## src/rtl/genie_mem_arbiter.sv

```systemverilog
// Round-robin owner arbiter for Genie's shared memory port.
// Four layer engines contend; lock and completion quota shape hand-over.
module genie_mem_arbiter #(
  parameter int QUOTA = 16
) (
  input  logic         clk,
  input  logic         rst_n,
  input  logic [3:0]   req_wvalid,
  input  logic [103:0] req_waddr,
  input  logic [127:0] req_wdata,
  output logic [3:0]   req_wready,
  input  logic [3:0]   req_rvalid,
  input  logic [103:0] req_raddr,
  output logic [3:0]   req_rready,
  output logic [127:0] req_rdata,
  input  logic [3:0]   req_lock,
  output logic         wvalid,
  input  logic         wready,
  output logic [25:0]  waddr,
  output logic [31:0]  wdata,
  output logic         rvalid,
  input  logic         rready,
  output logic [25:0]  raddr,
  input  logic [31:0]  rdata,
  output logic [3:0]   gnt,
  output logic         busy
);

  typedef enum logic {IDLE, OWN} state_e;

  state_e      state_q, state_d;
  logic [3:0]  gnt_q, gnt_d;
  logic [1:0]  last_q, last_d;
  logic [7:0]  cnt_q, cnt_d;

  logic [3:0]  req_any;
  logic [3:0]  others;
  logic [1:0]  own;
  logic        comp;
  logic        at_quota;
  logic        rel;

  // First requester after base, wrapping; base itself is tried last.
  function automatic logic [3:0] rr(
    input logic [3:0] r,
    input logic [1:0] base
  );
    logic [1:0] idx;
    rr = '0;
    for (int k = 4; k >= 1; k--) begin
      idx = base + 2'(k);
      if (r[idx]) begin
        rr = '0;
        rr[idx] = 1'b1;
      end
    end
  endfunction

  assign req_any  = req_rvalid | req_wvalid;
  assign others   = req_any & ~gnt_q;
  assign comp     = rready | wready;
  assign at_quota = (cnt_q == 8'(QUOTA - 1));

  always_comb begin
    own = 2'd0;
    unique case (1'b1)
      gnt_q[1]: own = 2'd1;
      gnt_q[2]: own = 2'd2;
      gnt_q[3]: own = 2'd3;
      default:  own = 2'd0;
    endcase
  end

  assign rel = !req_lock[own] &&
    (!req_any[own] || (comp && at_quota && |others));

  always_comb begin
    state_d = state_q;
    gnt_d   = gnt_q;
    last_d  = last_q;
    cnt_d   = cnt_q;
    unique case (state_q)
      IDLE: begin
        if (|req_any) begin
          gnt_d   = rr(req_any, last_q);
          state_d = OWN;
          cnt_d   = '0;
        end
      end
      OWN: begin
        if (rel) begin
          last_d = own;
          cnt_d  = '0;
          if (|others) begin
            gnt_d = rr(others, own);
          end else begin
            gnt_d   = '0;
            state_d = IDLE;
          end
        end else if (comp && !at_quota) begin
          cnt_d = cnt_q + 8'd1;
        end
      end
    endcase
  end

  always_ff @(posedge clk or negedge rst_n) begin
    if (!rst_n) begin
      state_q <= IDLE;
      gnt_q   <= '0;
      last_q  <= 2'd3;
      cnt_q   <= '0;
    end else begin
      state_q <= state_d;
      gnt_q   <= gnt_d;
      last_q  <= last_d;
      cnt_q   <= cnt_d;
    end
  end

  always_comb begin
    waddr     = '0;
    wdata     = '0;
    raddr     = '0;
    req_rdata = '0;
    for (int i = 0; i < 4; i++) begin
      if (gnt_q[i]) begin
        waddr = req_waddr[26*i +: 26];
        wdata = req_wdata[32*i +: 32];
        raddr = req_raddr[26*i +: 26];
        req_rdata[32*i +: 32] = rdata;
      end
    end
  end

  assign wvalid     = |(req_wvalid & gnt_q);
  assign rvalid     = |(req_rvalid & gnt_q);
  assign req_wready = gnt_q & {4{wready}};
  assign req_rready = gnt_q & {4{rready}};
  assign gnt        = gnt_q;
  assign busy       = |gnt_q;

endmodule

```

## config.mk

```make
export PLATFORM = sky130hd
export DESIGN_NAME = genie_mem_arbiter
export DESIGN_NICKNAME = d
export VERILOG_FILES = /design/src/rtl/genie_mem_arbiter.sv
export SDC_FILE = /design/constraint.sdc
export NUM_CORES = 1
export LEC_CHECK = 0
export ABC_AREA = 0
export BUFFER_PORTS_ARGS = -buffer_cell sky130_fd_sc_hd__buf_2
export CORE_AREA = 3 3 239 241
export DETAILED_ROUTE_END_ITERATION = 16
export DIE_AREA = 0 0 242 244
export PLACE_DENSITY = 0.41
export RECOVER_POWER = 100
export SYNTH_ARGS = -nofsm -noshare
export SYNTH_HDL_FRONTEND = slang
export SYNTH_SLANG_ARGS = --single-unit
```

## constraint.sdc

```tcl
create_clock -name clk -period 2.1 [get_ports clk]
set_input_delay 0.105 -clock clk [delete_from_list [all_inputs] [get_ports clk]]
set_output_delay 0.105 -clock clk [all_outputs]
set_load 0.005 [all_outputs]
```

Word-level counts from Yosys, hierarchy flattened
Cells that the tools add are included.

$add $sub $neg: 7. Magnitude comparators: 16. Equal/unequal tests: 4. Multiplexer cells: 73. Bitwise logic cells: 9. Reduce and logical (&&, ||, !) cells: 24.

Operators by type and width (number): $mux 32 (8); $mux 26 (8); $mux 4 (11); $lt 2x3->1 const B (8); $mux 8 (3); $mux 1 (21); $and 4x4->4 (5); $bmux 1 s2 (10); $reduce_or 4->1 (5); $demux 1 s2 (8); $ge 2x1->1 const B (8); $pmux 8 s2 (1); $logic_and 1x1->1 (12); $add 2x2->2 const B (4); $add 8x1->8 const B (1); $eq 8x4->1 const B (1); $pmux 4 s2 (1); $pmux 2 s3 (1); $reduce_and 2->1 (3); $add 2x1->2 const B (2); $not 4->4 (1); $or 4x4->4 (1); $logic_not 1->1 (3); $ne 3x1->1 const B (1); other kinds (6) (6).

Flip-flop bits (word level): 15. Output and inout bits: 227. Word-level logic and storage cells: 137.

Depth between registers and ports, before layout
Depth after elaboration: 12. Gate-level depth with buffers: 10.

Worst setup path before layout
No wires, ideal clock.

Path kind: register -> register. Start: register gnt_q[1] (netlist: gnt[1]). End: register gnt_q[2] (netlist: gnt[2]). Setup time: 0.134 ns. Data arrival time: 2.163 ns. Slack: -0.196 ns. Cell stages (with the launch flop): 10. Path buffers: 2. Cells stage by stage: dfrtp_1 buf_6 or2_1 buf_6 ha_1 mux4_2 nand3_1 nand4b_1 a21oi_1 mux2i_1.

Cells in the longest elaborated chain, start to end: 12. Elaborated cells between the ends (all ways): 53.

RTL lines: start: declaration (line 32) `logic [3:0] gnt_q, gnt_d;`; start signal: assignment (line 115) `gnt_q <= gnt_d;`; $pmux 2 s3 (line 66) `unique case (1'b1)`; $add 2x2->2, or another cell as far along (line 51) `idx = base + 2'(k);`; $lt 2x3->1 (implied by the code), or another cell as far along (line 54) `rr[idx] = 1'b1;`; $logic_and 1x1->1 (implied by the code) / $mux 1 (equally long branches) (line 54); $mux 1 (implied by the code) / $demux 1 s2 (equally long branches) (line 54); $demux 1 s2 / $mux 4 (equally long branches) (line 54, 52); $mux 4 (3 in a row) (line 52) `if (r[idx]) begin`; $mux 4 (line 94) `if (|others) begin`; $mux 4 (line 91) `if (rel) begin`; $pmux 4 s2 (line 82) `unique case (state_q)`.

Parallel ways exist; a longest one is shown, timed or not. The select of a mux whose other input is x is not followed. A chain may end at the register's enable or synchronous reset.

Worst setup path after layout
Start: register gnt_q[3] (netlist: gnt[3]). End: register gnt_q[3] (netlist: gnt[3]).

Same word-level chain as after synthesis.

==> flow_summary.json <==
{
  "outcome": "finished with violations",
  "failed_checks": "setup timing",
  "relSlewSlack": 0.4131,
  "io_buffers": 610,
  "worst_pin_slew_ns": 0.8803,
  "fmax_ghz": 0.4511,
  "path_clk_slew_ns": 0.05,
  "synth_ff_type": "dfrtp_1",
  "synthCells": 735,
  "cts_tree": "done",
  "grt_usage": 0.1204,
  "clock-sinks": 15,
  "synth_cell_types": 41,
  "grt_pass1_vias": 8383,
  "grt_max_degree": 86,
  "clk_path_buf_depth": 2,
  "max_cap_viol_count": 0,
  "worst_slack_ns": -0.1167,
  "synth_seq_cells": 15,
  "p_seq_frac": 0.038,
  "power_density_nw_per_um2": 1394,
  "finalPower_mw": 13.72,
  "clock_latency_ns": 0.25,
  "critPathKind": "reg2reg",
  "initial_core_util": 0.08660,
  "skew_ns": 0.008299,
  "yosysSeqAreaShare": 0.07920,
  "cp.required_ns": 2.22,
  "slowest_delay_ns": 0.58,
  "die_w_um": 242,
  "final_core_util": 0.1787,
  "drt_first_pass_iters": 4,
  "avgSynthCellArea_um2": 6.491,
  "cp_cell_sequence": "or2_4 -> ha_4 -> mux4_2 -> nand3_2 -> nand4b_1 -> a21oi_2 -> mux2i_1",
  "slew_violations": 0,
  "yosys_warnings": 0,
  "vias_per_cell": 3.985,
  "n_fill_cell": 6406,
  "placedInstanceArea_um2": 9036,
  "ir_drop_mv": 0.7645,
  "hpwlAfterDp_um": 30850,
  "area_growth_pct": 106.4,
  "detail_route.wl_per_cell_um": 18.43,
  "rows": 86,
  "cp-start-kind": "register",
  "switching_share": 0.5077,
  "grt_remaining_overflow": 0,
  "vias": 8432,
  "coreArea_um2": 55090,
  "slowest_stage": "mux4_2",
  "netlist_area_um2": 4771,
  "cp_max_fo": 4,
  "die_y_um": 244,
  "io_pins": 611,
  "final-hold-violation-count": 0,
  "dr.first_iter.drc_count": 399,
  "cts_buffers": 3,
  "setup_violations": 27,
  "cts_max_level": 1,
  "fin_cells": 2116,
  "antenna_found_initial": 14,
  "fin_crit_sh": 1.056,
  "grt_setup_unrepaired": "true",
  "synth-edff-count": 0,
  "drc": 0,
  "p_switching_mw": 6.968,
  "min_path_type": "in2reg",
  "grt_pass1_wl_um": 54700,
  "leakagePower_nw": 4.864,
  "drive_gt1_frac": 0.5589,
  "gp_congestion": 0.8834,
  "wirelength_um": 39000,
  "comb_power_share": 0.935,
  "ant_nets": 0,
  "clkPwrFrac": 0.027,
  "syn_nets": 1131,
  "cts_root_buf": "clkbuf_16",
  "end_kind": "register",
  "die-area_um2": 59050,
  "critPathArrivalTime_ns": 2.34,
  "fin_nets": 1755,
  "fin_crit_ns": 2.217,
  "cell_internal_pwr_mw": 6.756,
  "placed_cells": 2077,
  "synthArstFlopShare": 1.000,
  "final_area_um2": 9846
}
==> critical path: cells and delay by family (launching register included) <==
family	cells	cell delay, ns
adder cells (fa/ha/maj)	1	0.29
flip-flops	1	0.48
AO/OA/AOI/OAI	1	0.15
multiplexers	2	0.67
AND/OR/NAND/NOR	3	0.49
==> cell usage in the layout, fill, tap and decap left out, drive strengths merged, types with 2 or more instances in the layout <==
master / n
diode: 10
mux4: 9
ha: 12
a311oi: 8
or2: 5
xnor2: 6
nor3: 7
dfstp: 2
inv: 13
a22oi: 4
o21ba: 4
o21ai: 175
a21oi: 6
a221o: 83
mux2i: 10
nand3: 12
and2: 137
nor4: 2
clkbuf: 11
or3: 3
nand2: 105
o21bai: 3
nor2: 22
dfrtp: 13
buf: 690
nand4b: 4
==> kinds of logic (layout without fill, tap and decap cells) <==
kind of cell	Yosys count	after routing	synth area share
buffers and inverters	93	716	0.07894
muxes	19	19	0.06347
adders and majority gates	12	12	0.03147
AOI/OAI and AO/OA	289	289	0.4086
and+or+nand+nor	300	300	0.3255
other	0	10	0
DFF	15	15	0.07920
xor gates and xnor gates	7	7	0.01285
==> synthesized netlist by cell type, types with 2 or more instances <==
cell	n	area share
a311oi_1	8	0.015
a221o_1	83	0.17
ha_1	12	0.031
a22oi_1	4	0.0063
buf_6	3	0.0071
nand4b_1	4	0.0073
nand2_1	105	0.083
dfstp_2	2	0.011
or3_1	3	0.0039
clkbuf_1	70	0.055
buf_1	2	0.0016
o21bai_1	3	0.0047
and2_1	137	0.18
o21ai_0	174	0.18
inv_1	14	0.011
mux4_2	9	0.042
nor2_1	22	0.017
a21oi_1	6	0.0063
buf_2	3	0.0031
mux2i_1	10	0.021
o21ba_2	4	0.0084
xnor2_1	6	0.011
dfrtp_1	13	0.068
nor3_1	7	0.0073
or2_2	4	0.0052
nand3_1	12	0.013
==> power groups by stage <==
| stage | Combinational (mW) | Clock (mW) | Sequential, mW |
|---|---|---|---|
| finish | 12.8 | 0.370 | 0.521 |
| global route | 13.9 | 0.398 | 0.536 |
| CTS | 12.6 | 0.380 | 0.518 |
| detailed placement | 10.7 | 0 | 0.522 |
| global placement | 10.8 | 0 | 0.523 |
| floorplan | 5.61 | 0 | 0.503 |
==> worst paths after layout <==
kind	end	slack, ns	startpoint	cells after the start
min in group asynchronous	state_q	0.51	rst_n	2
worst min-delay path	last_q[1]	0.39	req_lock[1]	6
worst min register to register	cnt_q[1]	0.54	cnt_q[1]	2
worst max-delay path	gnt[3]	-0.12	gnt[3]	7
max in group asynchronous	gnt[2]	0.95	rst_n	2
worst max register to register	gnt[3]	-0.12	gnt[3]	7
==> routing by layer <==
metal  vias to the layer above  track usage  wire (um)
met1                      3994       0.1416      15290
met2                       428       0.2189      19850
li1                       3953            -          -
met3                        51      0.02029       2487
met5                         -            0         38
met4                         6      0.04455       1335
==> timing repair <==
action                     4_1_cts  5_1_grt
cloned                          11        3
hold buffers                     1        0
hold endpoints to repair        13        0
pin swaps                       17       27
resized for setup              123      109
setup endpoints to repair       61       94
buffers inserted                15        4
==> final cells by class <==
| type | count | area (um2) | share of cell area |
|---|---|---|---|
| Multi-Input combinational cell | 627 | 4173 | 0.4238 |
| Inverter | 14 | 53.80 | 0.005464 |
| Clock buffer | 4 | 78.83 | 0.008006 |
| Timing Repair Buffer | 698 | 4189 | 0.4255 |
| Tap cell | 748 | 935.9 | 0.09506 |
| Sequential cell | 15 | 390.4 | 0.03965 |
| Antenna cell | 10 | 25.02 | 0.002542 |
==> flip-flops by register name, summed over array words and instances, names as in the netlist <==
signal	cells
cnt_q	8
gnt	4
last_q	2
state_q	1
==> through the flow <==
| step | hold slack, ns | setup slack [ns] | TNS, ns |
|---|---|---|---|
| 2_1_floorplan | -0.1906 | -0.08741 | -0.3305 |
| 3_3_place_gp | 0.03409 | -0.1392 | -0.7644 |
| 3_5_place_dp | 0.04156 | -0.1265 | -0.5035 |
| 4_1_cts | 0.3272 | -0.1141 | -1.236 |
| 5_1_grt | 0.4153 | -0.2032 | -5.384 |
| 6_report | 0.3926 | -0.1167 | -1.174 |
Power figures use the tool's default switching activity.
